### src/rtl/pc_sequencer.sv
// rtl/pc_sequencer.sv - next-PC selection, PC enable sequencing and fetch handshake
// Optional PC_SEQ_PERF_EN builds saturating stall/redirect counters.
module pc_sequencer #(
  parameter int           W         = 32,
  parameter logic [W-1:0] RESET_VEC = '0,
  parameter logic [W-1:0] INC       = W'(4)
) (
  input  logic         CLK,
  input  logic         RST,
  input  logic [W-1:0] PCF,
  input  logic         StallF,
  input  logic         BranchTakenD,
  input  logic [W-1:0] BranchTargetD,
  input  logic         JumpD,
  input  logic [W-1:0] JumpTargetD,
  input  logic         IMemAck,
  output logic         IMemReq,
  output logic [W-1:0] PCNext,
  output logic         EN,
  output logic         FlushD,
  output logic [31:0]  StallCnt,
  output logic [31:0]  RedirCnt
);

  typedef enum logic [1:0] {BOOT, FETCH, HOLD} state_t;

  state_t       state_q, state_d;
  logic [W-1:0] pend_q, pend_d;
  logic         pend_v_q, pend_v_d;

  logic         redirect;
  logic [W-1:0] redir_tgt;
  logic [W-1:0] sel_pc;
  logic         advance;

  always_comb begin
    redirect  = JumpD | BranchTakenD;
    redir_tgt = JumpD ? JumpTargetD : BranchTargetD;
    if (redirect)      sel_pc = redir_tgt;
    else if (pend_v_q) sel_pc = pend_q;
    else               sel_pc = PCF + INC;

    advance = (state_q == BOOT) ||
              (state_q == FETCH && IMemAck && !StallF) ||
              (state_q == HOLD && !StallF);

    IMemReq  = 1'b0;
    EN       = 1'b1;
    PCNext   = PCF;
    FlushD   = 1'b0;
    state_d  = state_q;
    pend_d   = pend_q;
    pend_v_d = pend_v_q;

    if (RST) begin
      PCNext = RESET_VEC;
    end else begin
      case (state_q)
        BOOT: begin
          EN      = 1'b0;
          PCNext  = RESET_VEC;
          FlushD  = 1'b1;
          state_d = FETCH;
        end
        FETCH: begin
          IMemReq = 1'b1;
          if (advance) begin
            EN     = 1'b0;
            PCNext = sel_pc;
          end else if (IMemAck && StallF) begin
            state_d = HOLD;
          end
        end
        HOLD: begin
          if (!StallF) begin
            EN      = 1'b0;
            PCNext  = sel_pc;
            state_d = FETCH;
          end
        end
        default: state_d = BOOT;
      endcase

      if (redirect) FlushD = 1'b1;

      // A redirect that cannot be taken now is parked until fetch advances.
      if (advance) begin
        pend_v_d = 1'b0;
      end else if (redirect) begin
        pend_d   = redir_tgt;
        pend_v_d = 1'b1;
      end
    end
  end

  always_ff @(posedge CLK) begin
    if (RST) begin
      state_q  <= BOOT;
      pend_q   <= '0;
      pend_v_q <= 1'b0;
    end else begin
      state_q  <= state_d;
      pend_q   <= pend_d;
      pend_v_q <= pend_v_d;
    end
  end

`ifdef PC_SEQ_PERF_EN
  logic [31:0] stall_cnt_q, stall_cnt_d;
  logic [31:0] redir_cnt_q, redir_cnt_d;

  always_comb begin
    stall_cnt_d = stall_cnt_q;
    redir_cnt_d = redir_cnt_q;
    if (state_q != BOOT && EN && stall_cnt_q != 32'hFFFF_FFFF)
      stall_cnt_d = stall_cnt_q + 32'd1;
    if (redirect && redir_cnt_q != 32'hFFFF_FFFF)
      redir_cnt_d = redir_cnt_q + 32'd1;
  end

  always_ff @(posedge CLK) begin
    if (RST) begin
      stall_cnt_q <= '0;
      redir_cnt_q <= '0;
    end else begin
      stall_cnt_q <= stall_cnt_d;
      redir_cnt_q <= redir_cnt_d;
    end
  end

  assign StallCnt = stall_cnt_q;
  assign RedirCnt = redir_cnt_q;
`else
  assign StallCnt = '0;
  assign RedirCnt = '0;
`endif

endmodule

### config.mk
export PLATFORM = sky130hd
export DESIGN_NAME = pc_sequencer
export DESIGN_NICKNAME = d
export VERILOG_FILES = /design/src/rtl/pc_sequencer.sv
export SDC_FILE = /design/constraint.sdc
export NUM_CORES = 1
export LEC_CHECK = 0
export ABC_CLOCK_PERIOD_IN_PS = 8700
export CAP_MARGIN = 20
export CORE_ASPECT_RATIO = 0.6
export CORE_MARGIN = 2
export CORE_UTILIZATION = 44
export CTS_CLUSTER_DIAMETER = 60
export DETAILED_ROUTE_END_ITERATION = 16
export PLACE_DENSITY = 0.88
export SYNTH_ARGS = -nofsm -noshare
export SYNTH_HDL_FRONTEND = slang
export SYNTH_SLANG_ARGS = --single-unit
### constraint.sdc
create_clock -name CLK -period 8.7 [get_ports CLK]
set_clock_uncertainty 0.05 [all_clocks]
set_input_delay 2.175 -clock CLK [delete_from_list [all_inputs] [get_ports CLK]]
set_output_delay 2.175 -clock CLK [all_outputs]
set_load 0.02 [all_outputs]
==> flow_summary_export.csv <==
group,metric,value,unit
clock_tree,cts_resized,0,
yosys,synthTopCellsByArea,"dfxtp_1, buf_4, a211oi_1, nor2_1, nand2_1",
layout,n_antenna_cell,0,
worst_setup_path,cpMostUsedCell,"clkdlybuf4s50_1",
yosys,syn-cell-area,3840,um2
worst_setup_path,r2r_setup_slack,6.08,ns
drt,via_per_inst,6.09,
layout,utilization,0.614,
place,gp_congestion,1.04,
clock_tree,cts_setup_buffers,0,
floorplan,initial_core_util,0.453,
drt,totalWireLength,14.6,mm
worst_setup_path,endpoint,"PCNext[20]",
sta,setup_viol,0,
floorplan,die_h,76.4,um
yosys,synth_edf_count,0,
layout,layout-drive-gt1-share,0.0482,
drt,final_antenna_net_count,0,
floorplan,coreArea,8490,um2
worst_setup_path,critPathLaunchType,"input pin",
run_status,status,"complete, no violations",
clock_tree,clk_latency,0.29,ns
clock_tree,cts.sinks,35,
power,peakVddDrop,0.0000845,V
run,drv_cap,0,
drt,drc,0,
power,power.density,128,nW/um2
sta,clock.fmax,133,MHz
layout,nFillCells,762,
drt,vias,4722,
sta,post-route-period-util,0.863,
sta,slew_headroom,0.334,
yosys,syn_area_per_cell,6.99,um2
grt,grt_max_degree,49,
worst_setup_path,endpoint_kind,"output pin",
sta,period_minus_slack,7.51,ns
drt,routedWlPerCell,18.8,um
clock_tree,clockBufferDepth,2,
clock_tree,htree_levels,2,
worst_setup_path,crit_required,6.48,ns
worst_setup_path,cp_slowest_cell,"clkdlybuf4s50_1",
worst_setup_path,startpoint,"BranchTakenD",
grt,grt_pass1_vias,4341,
grt,grt-ovfl-total,0,
sta,tightest_slew,0.998,ns
place,portBuffers,136,
clock_tree,root_buffer,"clkbuf_16",
hold_path,hp-class,"reg2reg",
clock_tree,cts_made_buffers,5,
yosys,yosysTopAreaCellShare,0.182,
yosys,synth-seq-area-share,0.182,
worst_setup_path,rr_endpoint,"pend_q[9]",
yosys,yosys_register_bits,35,
drt,dr.pass1.iters,8,
yosys,yosysWarnings,0,
worst_setup_path,cp_max_fo,22,
clock_tree,clkTransAtPathRegs,0.06,ns
layout,fin_nets,766,
clock_tree,cts_tree,"built",
yosys,synthArstFlopShare,0,
sta,rsz0062_at_grt,"false",
place,hpwlAfterDp,10.9,mm
grt,grt_pass1_wl,22.0,mm
floorplan,top_level_ports,201,
grt,grt_antenna_before_repair,0,
worst_setup_path,r2r_cells,6,
sta,slew_viol_final,0,
clock_tree,ctsHoldBuffers,0,
floorplan,die_w,125,um
floorplan,rows,26,
yosys,synth.distinct_cells,59,
worst_setup_path,max_stage_delay,0.79,ns
yosys,syn-instance-count,550,
layout,multiInputGateArea,2710,um2
yosys,synth_top_cell_by_area,"dfxtp_1",
grt,track_usage,0.282,
worst_setup_path,worstSetupPathType,"in2out",
floorplan,dieArea,9530,um2
worst_setup_path,cp.arrival,5.28,ns
worst_setup_path,path_cells,"clkdlybuf4s50_1, or2_2, nor2_1, buf_4, o21ai_0, a32o_1, clkdlybuf4s50_1",
drt,drtIter0Drc,656,
sta,fin_tns_setup,0,ns
yosys,synth_ff_type,"dfxtp_1",
layout,syn_to_final_growth,35.5,%
layout,regArea,701,um2
worst_setup_path,r2r-start,"state_q[1]",
sta,hold_viol_final,0,
power,leakagePower,0.00194,uW
## area by class of cell
cell class	count	area share
Inverter	11	0.00792
Clock inverter	3	0.0130
Tap cell	112	0.0269
Timing Repair Buffer	146	0.275
Sequential cell	35	0.134
Clock buffer	5	0.0240
Multi-Input combinational cell	464	0.519
## logic make-up (layout without fill, tap and decap cells)
family,after synthesis,in the layout,synth area share
buf+inv,114,165,0.176
xor+xnor,9,9,0.0205
compound gates,167,167,0.303
flops,35,35,0.182
fa+ha+maj,1,1,0.00325
simple gates,206,206,0.269
other cells,1,64,0.000975
mux,17,17,0.0443
## where the power goes
group / internal (uW) / switching, uW / leakage [uW]
Sequential: 175 / 11.3 / 0.000289
Clock: 164 / 76.2 / 0.0000900
Combinational: 101 / 141 / 0.00156
Total: 441 / 228 / 0.00194
## metal layers
layer	track usage	vias up	wire length, um
met1	0.408	2124	6130
li1	-	2134	-
met2	0.402	418	6060
met4	0.0910	0	331
met3	0.0765	46	2100
met5	0	-	0
## cell usage after synthesis, drive strengths merged (3+ instances only)
cell	n
nor2	67
a32oi	11
xnor2	4
a22oi	4
nor3b	3
nand4	12
inv	10
buf	74
mux2i	17
and4	4
dfxtp	35
a21oi	20
o21ai	32
a311oi	4
and2	5
or3	6
nand3	10
o2bb2ai	5
nand2b	17
a211oi	39
a21o	5
a31oi	7
nor4	9
and3	4
xor2	5
nand2	47
o32ai	5
o22ai	15
nor3	15
clkbuf	29
## state kept, by name (all words and copies together), names as in the netlist
register	cells
pend_v_q	1
pend_q	32
state_q	2
## placed cells by master, fill, tap and decap left out, types with 6 or more instances in the layout
cell and instances:
dfxtp_1 35, o22ai_1 15, buf_4 10, mux2i_1 17, or3_1 6, a31oi_1 7, conb_1 64, nand4_1 12
a211oi_1 38, nand2_1 47, a21oi_1 20, nor2_1 66, clkdlybuf4s50_1 135, a32oi_1 11, nor3_1 15, o21ai_0 32
nand3_1 10, inv_1 9, nand2b_1 17
## through the flow
| step | hold WS (ns) | worst slack (ns) | cell area (um2) | total power, uW | instances |
|---|---|---|---|---|---|
| floorplan | 0.421 | 2.43 | 4080 | 342 | 613 |
| global placement | 0.434 | 1.42 | 5020 | 420 | 768 |
| detailed placement | 0.438 | 1.35 | 5020 | 424 | 768 |
| CTS | 0.446 | 1.33 | 5210 | 663 | 776 |
| global route | 0.466 | 1.09 | 5210 | 690 | 776 |
| finish | 0.442 | 1.19 | 5210 | 669 | 776 |
## worst min path at each step
stage	startpoint	slack (ns)	cells after the start	end
3_3_place_gp	pend_q[14]	0.43	2	pend_q[14]
3_5_place_dp	pend_q[14]	0.44	2	pend_q[14]
6_report	pend_q[14]	0.44	2	pend_q[14]
2_1_floorplan	pend_q[9]	0.42	2	pend_q[9]
5_1_grt	pend_q[6]	0.47	2	pend_q[6]
4_1_cts	pend_q[14]	0.45	2	pend_q[14]
## critical path: cells and delay by family
family | cells | cell delay (ns)
buffers and inverters | 3 | 1.62
AND/OR/NAND/NOR | 2 | 1.11
AO/OA/AOI/OAI | 2 | 0.37
(Power assumes the default switching activity.)
